**config.mk**
```make
export PLATFORM = sky130hd
export DESIGN_NAME = tanh_act_seq
export DESIGN_NICKNAME = d
export VERILOG_FILES = /design/src/rtl/tanh_act_seq.sv
export SDC_FILE = /design/constraint.sdc
export NUM_CORES = 1
export LEC_CHECK = 0
export CORE_AREA = 8 8 75 77
export DETAILED_ROUTE_END_ITERATION = 8
export DIE_AREA = 0 0 83 85
export GPL_TIMING_DRIVEN = 0
export PLACE_DENSITY = 0.79
export SLEW_MARGIN = 10
export SYNTH_ARGS = -nofsm -noshare
export SYNTH_HDL_FRONTEND = slang
export SYNTH_SLANG_ARGS = --single-unit
```
**constraint.sdc**
```tcl
create_clock -name clk -period 2 [get_ports clk]
set_input_delay 0.6 -clock clk [delete_from_list [all_inputs] [get_ports clk]]
set_output_delay 0.6 -clock clk [all_outputs]
set_load 0.02 [all_outputs]
```
**src/rtl/tanh_act_seq.sv**
```systemverilog
// Requester side of the 8-bit tanh LUT: quantizes signed accumulators to LUT addresses,
// captures the LUT result and streams activations out with vector-boundary tagging.
module tanh_act_seq #(
    parameter int N     = 8,
    parameter int ACC_W = 16,
    parameter int SHIFT = 4
) (
    input  logic                    clk,
    input  logic                    rst_n,
    input  logic                    in_valid,
    output logic                    in_ready,
    input  logic signed [ACC_W-1:0] in_acc,
    input  logic                    in_last,
    output logic [7:0]              lut_addr,
    input  logic [7:0]              lut_data,
    output logic                    out_valid,
    input  logic                    out_ready,
    output logic [7:0]              out_data,
    output logic                    out_last,
    output logic [15:0]             sat_cnt,
    output logic                    err,
    input  logic                    clr
);

    localparam int IDX_W = $clog2(N);
    localparam logic signed [ACC_W-1:0] Q_MAX = ACC_W'(127);
    localparam logic signed [ACC_W-1:0] Q_MIN = ACC_W'(-128);

    logic             a_valid;
    logic             a_last;
    logic [IDX_W-1:0] idx;

    logic signed [ACC_W-1:0] q;
    logic             clip_hi;
    logic             clip_lo;
    logic [7:0]       q_addr;
    logic             adv;
    logic             load;
    logic             idx_last;
    logic             clip;
    logic             mismatch;

    assign q        = in_acc >>> SHIFT;
    assign clip_hi  = (q > Q_MAX);
    assign clip_lo  = (q < Q_MIN);
    assign adv      = a_valid && (!out_valid || out_ready);
    assign in_ready = !a_valid || adv;
    assign load     = in_valid && in_ready;
    assign idx_last = (idx == IDX_W'(N - 1));
    assign clip     = load && (clip_hi || clip_lo);
    assign mismatch = load && (in_last != idx_last);

    always_comb begin
        q_addr = q[7:0];
        if (clip_hi) begin
            q_addr = 8'h7F;
        end else if (clip_lo) begin
            q_addr = 8'h80;
        end
    end

    always_ff @(posedge clk or negedge rst_n) begin
        if (!rst_n) begin
            a_valid   <= 1'b0;
            a_last    <= 1'b0;
            lut_addr  <= 8'h00;
            idx       <= '0;
            out_valid <= 1'b0;
            out_data  <= 8'h00;
            out_last  <= 1'b0;
            sat_cnt   <= 16'd0;
            err       <= 1'b0;
        end else begin
            // lut_addr only moves on a load so the LUT output stays valid across a stall
            if (load) begin
                a_valid  <= 1'b1;
                a_last   <= idx_last;
                lut_addr <= q_addr;
                if (idx_last || in_last) begin
                    idx <= '0;
                end else begin
                    idx <= idx + 1'b1;
                end
            end else if (adv) begin
                a_valid <= 1'b0;
            end

            if (adv) begin
                out_valid <= 1'b1;
                out_data  <= lut_data;
                out_last  <= a_last;
            end else if (out_ready) begin
                out_valid <= 1'b0;
            end

            // a clip or mismatch in the same cycle as clr survives the clear
            if (clr) begin
                sat_cnt <= clip ? 16'd1 : 16'd0;
            end else if (clip && (sat_cnt != 16'hFFFF)) begin
                sat_cnt <= sat_cnt + 16'd1;
            end

            if (clr) begin
                err <= mismatch;
            end else if (mismatch) begin
                err <= 1'b1;
            end
        end
    end

endmodule

```
==> results <==
final timing paths:
path | slack (ns) | startpoint | end
worst max-delay path | 0.03 | in_acc[11] | sat_cnt[11]$_DFFE_PN0P_
worst min-delay path | 0.12 | rst_n | sat_cnt[2]$_DFFE_PN0P_
worst max register to register | 0.06 | sat_cnt[1]$_DFFE_PN0P_ | sat_cnt[1]$_DFFE_PN0P_
worst min register to register | 0.46 | lut_addr[1]$_DFFE_PN0P_ | lut_addr[1]$_DFFE_PN0P_
max in group asynchronous | 1.45 | rst_n | lut_addr[5]$_DFFE_PN0P_
min in group clk | 0.46 | lut_addr[1]$_DFFE_PN0P_ | lut_addr[1]$_DFFE_PN0P_
power groups by stage:
stage          clock [W]  combinational, W  sequential (W)
2_1_floorplan          0          0.000135         0.00101
3_3_place_gp           0          0.000435        0.000937
3_5_place_dp           0          0.000448        0.000941
4_1_cts         0.000520          0.000461        0.000926
5_1_grt         0.000558          0.000525        0.000940
6_report        0.000499          0.000486        0.000929
repair_timing:
item / CTS / global route
setup buffers: 4 / 4
setup endpoints to repair: 18 / 23
gates cloned: 1 / 1
gates resized for setup: 19 / 25
pin swaps: 2 / 7
sequential cells by signal, indices dropped and copies added, names as in the netlist:
| register | flops |
|---|---|
| a_last | 1 |
| a_valid | 1 |
| err | 1 |
| idx | 3 |
| lut_addr | 8 |
| out_data | 8 |
| out_last | 1 |
| out_valid | 1 |
| sat_cnt | 16 |
cell usage in the layout (no fill, tap or decap), types with 2 or more instances in the layout:
cell             count
dfrtp_1             39
and4_4               3
nor3_1               2
and2_4               2
o21a_1               3
buf_2                2
o21ai_1             10
o21ai_0             11
clkbuf_1             3
nand3_1              6
a21oi_2              4
ha_1                 3
dlygate4sd2_1        9
nand4_4              2
mux2_2              10
or3_1                7
nand2b_1             4
nor2b_1              2
nand2_1             29
dlymetal6s2s_1       8
a21oi_1              7
nor2_1               4
or3_4                3
clkdlybuf4s50_1     42
buf_6                5
inv_1                4
buf_4                6
nand4_1              3
clkbuf_8             5
layout make-up:
type,count,area share (%)
plain buffers,5,1.35
multi-input cells,132,32.4
repair buffers,72,25.8
well taps,54,2.35
clock buffers,6,2.53
flip-flops and latches,40,34.9
inverters,4,0.523
clock inverters,1,0.174
stage by stage:
step | util [%] | setup TNS [ns]
floorplan | - | 0
global placement | 57.6 | -35.45
detailed placement | 57.9 | -7.73
CTS | 60.4 | -0.0518
global route | 63.3 | -0.0745
finish | 63.3 | 0
cells by family (layout without fill, tap and decap cells):
group / count (synthesis) / after routing / share of synthesized area (%)
flip-flops: 40 / 40 / 51.8
adder cells (fa/ha/maj): 4 / 4 / 2.59
multiplexers: 13 / 13 / 8.09
AO/OA/AOI/OAI: 41 / 41 / 12.6
AND/OR/NAND/NOR: 74 / 74 / 22.1
buffers and inverters: 9 / 88 / 2.78
metal layers:
metal | vias to the layer above | GRT usage [%]
met5 | - | 0
met4 | 0 | 6.39
met3 | 12 | 4.98
met2 | 49 | 23.9
met1 | 809 | 14.9
li1 | 816 | -
==> flow_summary_export.csv <==
group,metric,value,unit
logic_synthesis,ys_ff_latch,40,
worst_setup_path,crit_required,2.22,ns
detailed_routing,first_pass_iters,4,
logic_synthesis,yosysMostFrequentCell,"dfrtp_1",
cts,clock_latency,0.29,ns
power_and_ir_drop,power_per_cell_area,667,mW/mm²
detailed_routing,wl_met3,242,µm
worst_setup_path,path_delay_family,"simple AND/OR/NAND/NOR gates",
finish,antenna_cells,0,
floorplan,design.core.area,0.00454,mm²
floorplan,dieArea,0.00706,mm²
finish,fin_nets,294,
run_status,status,"complete, no violations",
detailed_routing,num_vias,1686,
worst_setup_path,cp_max_fo,4,
floorplan,fp-row-count,25,
global_route,grt_overflow,0,
detailed_routing,routed_wl,5060,µm
power_and_ir_drop,pwr-share-comb,25.4,%
timing,slew_viol_final,0,
timing,fin_skew,0.0106,ns
worst_setup_path,endpoint_kind,"register",
logic_synthesis,netlist_instances,181,
placed_design,dp_hpwl,3500,µm
timing,min_period,1.97,ns
detailed_routing,drtAntennaViolNets,0,
power_and_ir_drop,switchingPower,0.000543,W
floorplan,die_h,85,µm
finish,fin_area,0.00287,mm²
worst_setup_path,worstSetupPathDepth,8,
floorplan,start_util,42.6,%
floorplan,chipWidth,83,µm
floorplan,ios,66,
worst_setup_path,startpoint_type,"input port",
global_route,grt.total_usage,13.9,%
finish,ff_latch_area,0.00100,mm²
timing,finalSetupViolations,0,
worst_setup_path,path_buf_inv,3,
cts,cts_tree,"yes",
power_and_ir_drop,p_int,0.00137,W
finish,multi_input_area,931,µm²
power_and_ir_drop,p_seq_share,48.5,%
detailed_routing,vias_per_cell,5.37,
power_and_ir_drop,leakage,1.39,nW
placed_design,dp.cells,297,
logic_synthesis,synth_area_leaders,"dfrtp_1, mux2_2, nand2_1",
finish,area_growth,48.5,%
power_and_ir_drop,ir_worst_vdd,0.445,mV
power_and_ir_drop,total_power,0.00191,W
logic_synthesis,seq_area_frac_synth,51.8,%
timing,relSlewSlack,61.5,%
flow_run,cap_violations,0,
logic_synthesis,synth_area,0.00193,mm²
timing,hold_ws,0.123,ns
logic_synthesis,synth_commonest_cells,"dfrtp_1, nand2_1, a21oi_1, o21ai_0",
timing,finalHoldViolCount,0,
logic_synthesis,synth_edf_count,0,
placed_design,post-place-ws,-0.527,ns
logic_synthesis,yosys.area.top_type_share,51.8,%
worst_setup_path,cp.arrival,2.19,ns
logic_synthesis,synthFlopType,"dfrtp_1",
logic_synthesis,yosys_warnings,0,
worst_setup_path,slowest_delay,0.36,ns
detailed_routing,wl_met2,2530,µm
logic_synthesis,synthArstFlopShare,100,%
timing,worst_slack,0.0349,ns
timing,tightestPinTransition,0.578,ns
timing,period_share,98.3,%
placed_design,placed_area,0.00263,mm²
logic_synthesis,yosysTopAreaCell,"dfrtp_1",
timing,fmax,509,MHz
cts,cts_hold_buf,0,
detailed_routing,routedLengthMet1,2150,µm
worst_setup_path,critPathKind,"in2reg",
global_route,grt_pass1_wl,8160,µm
finish,finalNonFillerCells,314,
detailed_routing,drc,0,
detailed_routing,top_layer_used,"met4",
global_route,grt_start_max_net_pins,36,
logic_synthesis,syn_area_per_cell,10.7,µm²
cts,h-tree-depth,2,
worst_setup_path,cpMaxStageDelayCell,"or3_1",
finish,layout-drive-gt1-share,20.4,%
cts,root_buffer,"clkbuf_8",
logic_synthesis,synth_nets,215,
logic_synthesis,synth_cell_types,39,
cts,clkTransAtPathRegs,0.08,ns
worst_setup_path,worstRegToRegCells,8,
cts,cts_buffers,5,
worst_setup_path,worstPathCellList,"dlygate4sd2_1, and4_4, mux2i_4, o211ai_4, buf_4, buf_6, or3_1, a21oi_2",
global_route,grt_pass1_vias,1729,
cts,clk_path_buf_depth,2,
global_route,antenna_found_initial,0,
detailed_routing,drt_iter0_markers,35,
power_and_ir_drop,power.share.switching,28.3,%
placed_design,gp_congestion,0.772,
power_and_ir_drop,power_frac_clock,26.1,%
detailed_routing,post_drt_wl_per_cell,16.1,µm
worst_hold_path,min_path_type,"in2async",
cts,cts.sinks,40,
placed_design,io_buffers,61,
finish,fillers,387,
Power figures use the tool's default switching activity.
